## config.mk

```make
export PLATFORM = sky130hd
export DESIGN_NAME = register_addr_bank
export DESIGN_NICKNAME = d
export VERILOG_FILES = /design/src/rtl/cpu_bus_pkg.sv /design/src/rtl/addr_counter.sv /design/src/rtl/register_addr_bank.sv
export SDC_FILE = /design/constraint.sdc
export NUM_CORES = 1
export LEC_CHECK = 0
export ABC_CLOCK_PERIOD_IN_PS = 3200
export CAP_MARGIN = 10
export CORE_UTILIZATION = 35
export CTS_CLUSTER_SIZE = 10
export DETAILED_ROUTE_END_ITERATION = 10
export GPL_TIMING_DRIVEN = 0
export PLACE_DENSITY_LB_ADDON = 0.1
export SYNTH_ARGS = -nofsm -noshare
export SYNTH_HDL_FRONTEND = slang
export SYNTH_SLANG_ARGS = --single-unit
export TNS_END_PERCENT = 10
```

## constraint.sdc

```tcl
create_clock -name clk -period 3.2 [get_ports clk]
set_clock_uncertainty 0.15 [all_clocks]
set_input_delay 0.48 -clock clk [delete_from_list [all_inputs] [get_ports clk]]
set_output_delay 0.48 -clock clk [all_outputs]
set_load 0.01 [all_outputs]
```

## src/rtl/cpu_bus_pkg.sv

```systemverilog
// Shared bus widths and active-low strobe levels for the CPU bus blocks.
// Latency: n/a (constants only).
// Backpressure: n/a.
package cpu_bus_pkg;

    localparam int WIDTH_AX   = 16;
    localparam int WIDTH_MAIN = 8;

    localparam logic ASSERTED = 1'b0;
    localparam logic IDLE     = 1'b1;

    function automatic logic strobe_on(input logic strobe);
        return strobe == ASSERTED;
    endfunction

endpackage

```

## src/rtl/addr_counter.sv

```systemverilog
// One address register: load > count (+/- step) > post-increment, with carry/borrow wrap detect.
// Latency: one edge for every update; wrap pulses the cycle after the wrapping edge.
// Backpressure: none, every hit is applied at the next edge.
module addr_counter #(
    parameter int               WIDTH       = 16,
    parameter int               STEP_W      = 4,
    parameter logic [WIDTH-1:0] RESET_VALUE = '0
) (
    input  logic              clk,
    input  logic              rst_n,
    input  logic              load_hit,
    input  logic [WIDTH-1:0]  load_val,
    input  logic              cnt_hit,
    input  logic              cnt_dn,
    input  logic [STEP_W-1:0] step,
    input  logic              pinc_hit,
    output logic [WIDTH-1:0]  value,
    output logic              wrap
);

    logic [WIDTH-1:0] val_q, val_d;
    logic             wrap_q, wrap_d;
    logic [WIDTH:0]   sum;

    // The extra top bit of sum is the carry out on add and the borrow on subtract.
    always_comb begin
        val_d  = val_q;
        wrap_d = 1'b0;
        sum    = '0;
        if (load_hit) begin
            val_d = load_val;
        end else if (cnt_hit) begin
            if (cnt_dn) begin
                sum = {1'b0, val_q} - (WIDTH+1)'(step);
            end else begin
                sum = {1'b0, val_q} + (WIDTH+1)'(step);
            end
            val_d  = sum[WIDTH-1:0];
            wrap_d = sum[WIDTH];
        end else if (pinc_hit) begin
            sum    = {1'b0, val_q} + (WIDTH+1)'(1);
            val_d  = sum[WIDTH-1:0];
            wrap_d = sum[WIDTH];
        end
    end

    always_ff @(posedge clk or negedge rst_n) begin
        if (!rst_n) begin
            val_q  <= RESET_VALUE;
            wrap_q <= 1'b0;
        end else begin
            val_q  <= val_d;
            wrap_q <= wrap_d;
        end
    end

    assign value = val_q;
    assign wrap  = wrap_q;

endmodule

```

## src/rtl/register_addr_bank.sv

```systemverilog
// Clocked bank of address registers with load, step count, post-increment and two bus drivers.
// Latency: updates take one edge; bus outputs are combinational from register state.
// Backpressure: none; out-of-range selects are ignored for writes and drive 0 on reads.
module register_addr_bank
    import cpu_bus_pkg::*;
#(
    parameter int               WIDTH       = WIDTH_AX,
    parameter int               COUNT       = 4,
    parameter int               SEL_W       = $clog2(COUNT),
    parameter int               STEP_W      = 4,
    parameter logic [WIDTH-1:0] RESET_VALUE = '0
) (
    input  logic              clk,
    input  logic              reset,
    input  logic [WIDTH-1:0]  xfer_in,
    input  logic [SEL_W-1:0]  load_sel,
    input  logic              load_xfer,
    input  logic [SEL_W-1:0]  cnt_sel,
    input  logic              inc,
    input  logic              dec,
    input  logic [STEP_W-1:0] step,
    input  logic [SEL_W-1:0]  addr_sel,
    input  logic              assert_addr,
    input  logic              postinc,
    output logic [WIDTH-1:0]  addr_out,
    output logic              addr_en,
    input  logic [SEL_W-1:0]  xfer_sel,
    input  logic              assert_xfer,
    output logic [WIDTH-1:0]  xfer_out,
    output logic              xfer_en,
    output logic              wrap,
    output logic              fault
);

    logic [WIDTH-1:0] regs [COUNT];
    logic [COUNT-1:0] wrap_vec;
    logic             inc_on, dec_on, cnt_on, pinc_on;
    logic             fault_q, fault_d;

    assign inc_on  = strobe_on(inc);
    assign dec_on  = strobe_on(dec);
    assign cnt_on  = inc_on ^ dec_on;
    assign pinc_on = strobe_on(assert_addr) && strobe_on(postinc);

    // Decode compares against in-range indices only, so out-of-range selects hit nothing.
    for (genvar i = 0; i < COUNT; i++) begin : g_reg
        addr_counter #(
            .WIDTH       (WIDTH),
            .STEP_W      (STEP_W),
            .RESET_VALUE (RESET_VALUE)
        ) u_cnt (
            .clk      (clk),
            .rst_n    (reset),
            .load_hit (strobe_on(load_xfer) && (load_sel == SEL_W'(i))),
            .load_val (xfer_in),
            .cnt_hit  (cnt_on && (cnt_sel == SEL_W'(i))),
            .cnt_dn   (dec_on),
            .step     (step),
            .pinc_hit (pinc_on && (addr_sel == SEL_W'(i))),
            .value    (regs[i]),
            .wrap     (wrap_vec[i])
        );
    end

    assign addr_en = strobe_on(assert_addr);
    assign xfer_en = strobe_on(assert_xfer);

    always_comb begin
        addr_out = '0;
        xfer_out = '0;
        for (int i = 0; i < COUNT; i++) begin
            if (addr_en && (addr_sel == SEL_W'(i))) addr_out = regs[i];
            if (xfer_en && (xfer_sel == SEL_W'(i))) xfer_out = regs[i];
        end
    end

    always_comb begin
        fault_d = fault_q | (inc_on & dec_on);
    end

    always_ff @(posedge clk or negedge reset) begin
        if (!reset) begin
            fault_q <= 1'b0;
        end else begin
            fault_q <= fault_d;
        end
    end

    assign wrap  = |wrap_vec;
    assign fault = fault_q;

endmodule

```

==> results of run 1 <==
[flip-flops by register name, indices dropped and copies added (netlist names)]
register / flops
g.u_cnt.value: 64
g.u_cnt.wrap: 4
fault: 1
[kinds of logic after synthesis]
group / Yosys count
AND/OR/NAND/NOR: 404
AO/OA/AOI/OAI: 316
XOR/XNOR: 96
adder cells (fa/ha/maj): 75
buffers and inverters: 69
flip-flops: 69
multiplexers: 41
[power by group through the flow]
stage               Sequential (mW)  Combinational, mW  Clock, mW
floorplan                      1.64               3.39          0
global placement               2.03               4.47          0
detailed placement             2.04               4.49          0
CTS                            2.03               4.72       1.11
global route                   2.11               5.37       1.14
finish                         2.06               4.85       1.09
[area by class of cell]
class	instances	area [sq um]
diodes	1	2.50
plain buffers	45	208
clock buffers	13	270
clock inverters	3	42.5
fillers	2483	13600
inverters	24	111
multi-input cells	932	6900
flip-flops and latches	69	1730
well taps	324	405
repair buffers	97	960
repair inverters	1	7.51
[cell usage in the layout (no fill, tap or decap), types with 10 or more instances in the layout]
cell / instances
nor2_1: 104
buf_4: 27
o22ai_1: 12
clkdlybuf4s50_1: 60
and2_1: 36
ha_1: 65
dfrtp_1: 69
o211ai_1: 10
a21o_1: 28
o21ai_0: 71
clkbuf_1: 36
nand3_1: 46
a211oi_1: 15
xor2_1: 47
a21oi_1: 89
nor3_1: 19
nand4_1: 20
nand2_1: 97
inv_1: 20
mux4_2: 32
and3_1: 20
xnor2_1: 48
[critical path, stage by stage]
cell	delay, ps
buf_8	130
inv_6	40
ha_4	160
a21o_4	230
clkbuf_8	150
clkinvlp_4	150
ha_4	240
a21o_1	190
a221o_1	350
a22oi_2	210
or2_4	170
a31oi_4	100
or4_4	550
a31oi_4	210
[worst paths after layout]
kind | end | slack (ps) | cells after the start
setup / recovery | g_reg[3].u_cnt.wrap | -60 | 14
hold / removal | fault | 320 | 1
setup reg to reg | g_reg[3].u_cnt.wrap | 30 | 9
hold reg to reg | fault | 320 | 1
max in group asynchronous | g_reg[0].u_cnt.value[1] | 1900 | 3
min in group asynchronous | g_reg[1].u_cnt.value[13] | 410 | 2
[per-layer routing]
layer | wire (microns) | part of all wire | global-route usage
met5 | 0 | 0 | 0
met4 | 1310 | 0.038 | 0.109
met3 | 2120 | 0.061 | 0.0355
met2 | 15700 | 0.46 | 0.439
met1 | 15300 | 0.44 | 0.375
[repair_timing]
item                                    in CTS  in global routing
pin swaps                                   16                 19
resized for setup                           65                 28
hold endpoints to repair                    17                  0
hold buffers                                 1                  0
setup buffers                               25                  2
gates cloned                                 1                  0
endpoints found under the setup margin      77                 31
==> reports/results.ini, run 1 <==
[clocking]
clkLatencyLatePin_ps=350
clock_sinks=69
clkTransAtPathRegs_ps=60
cts_buffers=9
cts_root_buffer=clkbuf_16
htreeDepth=3
tritoncts=yes
cts_buffer_depth=2

[timing]
slew_viol_final=0
rsz0062_at_grt=true
worstMarginPinSlew_ps=1000
fmax_ghz=0.307
fin_tns_setup_ps=-57.8
period_share=1.02
period_minus_slack_ps=3260
relSlewSlack=0.327
finalSetupViolCount=1
setup_slack_ps=-57.8
holdWs_ps=324
final_hold_viol_count=0

[placement]
hpwl_mm=25.9
place_ws_ps=-1950
placed_area_sq_um=9800
dp_cells=1463
gp_congestion=0.881
portBuffers=66

[power_and_ir_drop]
p_int_mw=4.19
power_frac_clock=0.136
totalPowerFinal_mw=8.01
leakage_nw=4.26
p_seq_frac=0.258
switching_share=0.477
p_switching_mw=3.82
comb_power_share=0.606
power_density_nw_per_um2=754
ir_drop_uv=277

[logic_synthesis]
yosys.area.top_type_share=0.200
synth_fa_ha_area_frac=0.112
synth-compound-area-share=0.231
synth.most_common_cell=nor2_1
ys_ff_latch=69
syn_inst=1070
synth_top_family_by_area=simple AND/OR/NAND/NOR gates
yosys-top-cells-area=dfrtp_1, ha_1, mux4_2
synth-simple-area-share=0.233
synth_cell_type_count=68
synthesis.area_sq_um=8610
async_flop_share=1.00
synthMuxAreaShare=0.0946
synth_top_cell_by_area=dfrtp_1
syn-num-nets=1181
synth_ff_type=dfrtp_1
avgSynthCellArea_sq_um=8.05
synth-seq-area-share=0.200
synth_edf_count=0
synth_commonest_cells=nor2_1, a21oi_1, nand2_1
ys.warnings.count=0
synth_xor_area_frac=0.0976

[cells_and_area]
fin_cells=1509
area_growth_pct=23.4
drive_above_1_share=0.128
nets=1290
fin_area_sq_um=10600
postLayoutCoreUtil=0.438

[route]
dr_total_vias=8841
drt_iter0_markers=751
drt_first_pass_iters=7
detail-route-antenna-nets=0
wl_mm=34.4
wl_per_cell_microns=22.8
drt-vias-per-instance=5.86
drc_errors=0

[floorplan]
rows=57
dieHeight_microns=159
core_area_sq_um=24200
initial_core_util=0.355
die_area_sq_um=25200
die_x_microns=159
io_pins=72

[grt]
grt_usage=0.275
grt_pass1_vias=8418
grt_max_degree=53
grt_pass1_wl_mm=52.5
grt.overflow.total=0
antenna_found_initial=1

[setup_path]
r2r_start=g_reg[3].u_cnt.value[0]
crit_path_end_kind=flop
path_max_fanout=6
worstPathRequired_ps=3310
worst_setup_path_start_kind=input pin
path_class=input pin to flop
crit_start=step[0]
arrival_ps=3370

[outcome]
violations=setup timing
status=finished with violations

[job]
max_cap_viol_count=0

[min_path]
hp-start=fault
hp-class=flop to flop

Note: power is estimated with default switching activity, not from simulation.
==> run 2: changes to the inputs <==
GPL_ROUTABILITY_DRIVEN = 0   (was unset)
==> results of run 2 <==
Final layout, timing and power as in run 1 (identical DEF).
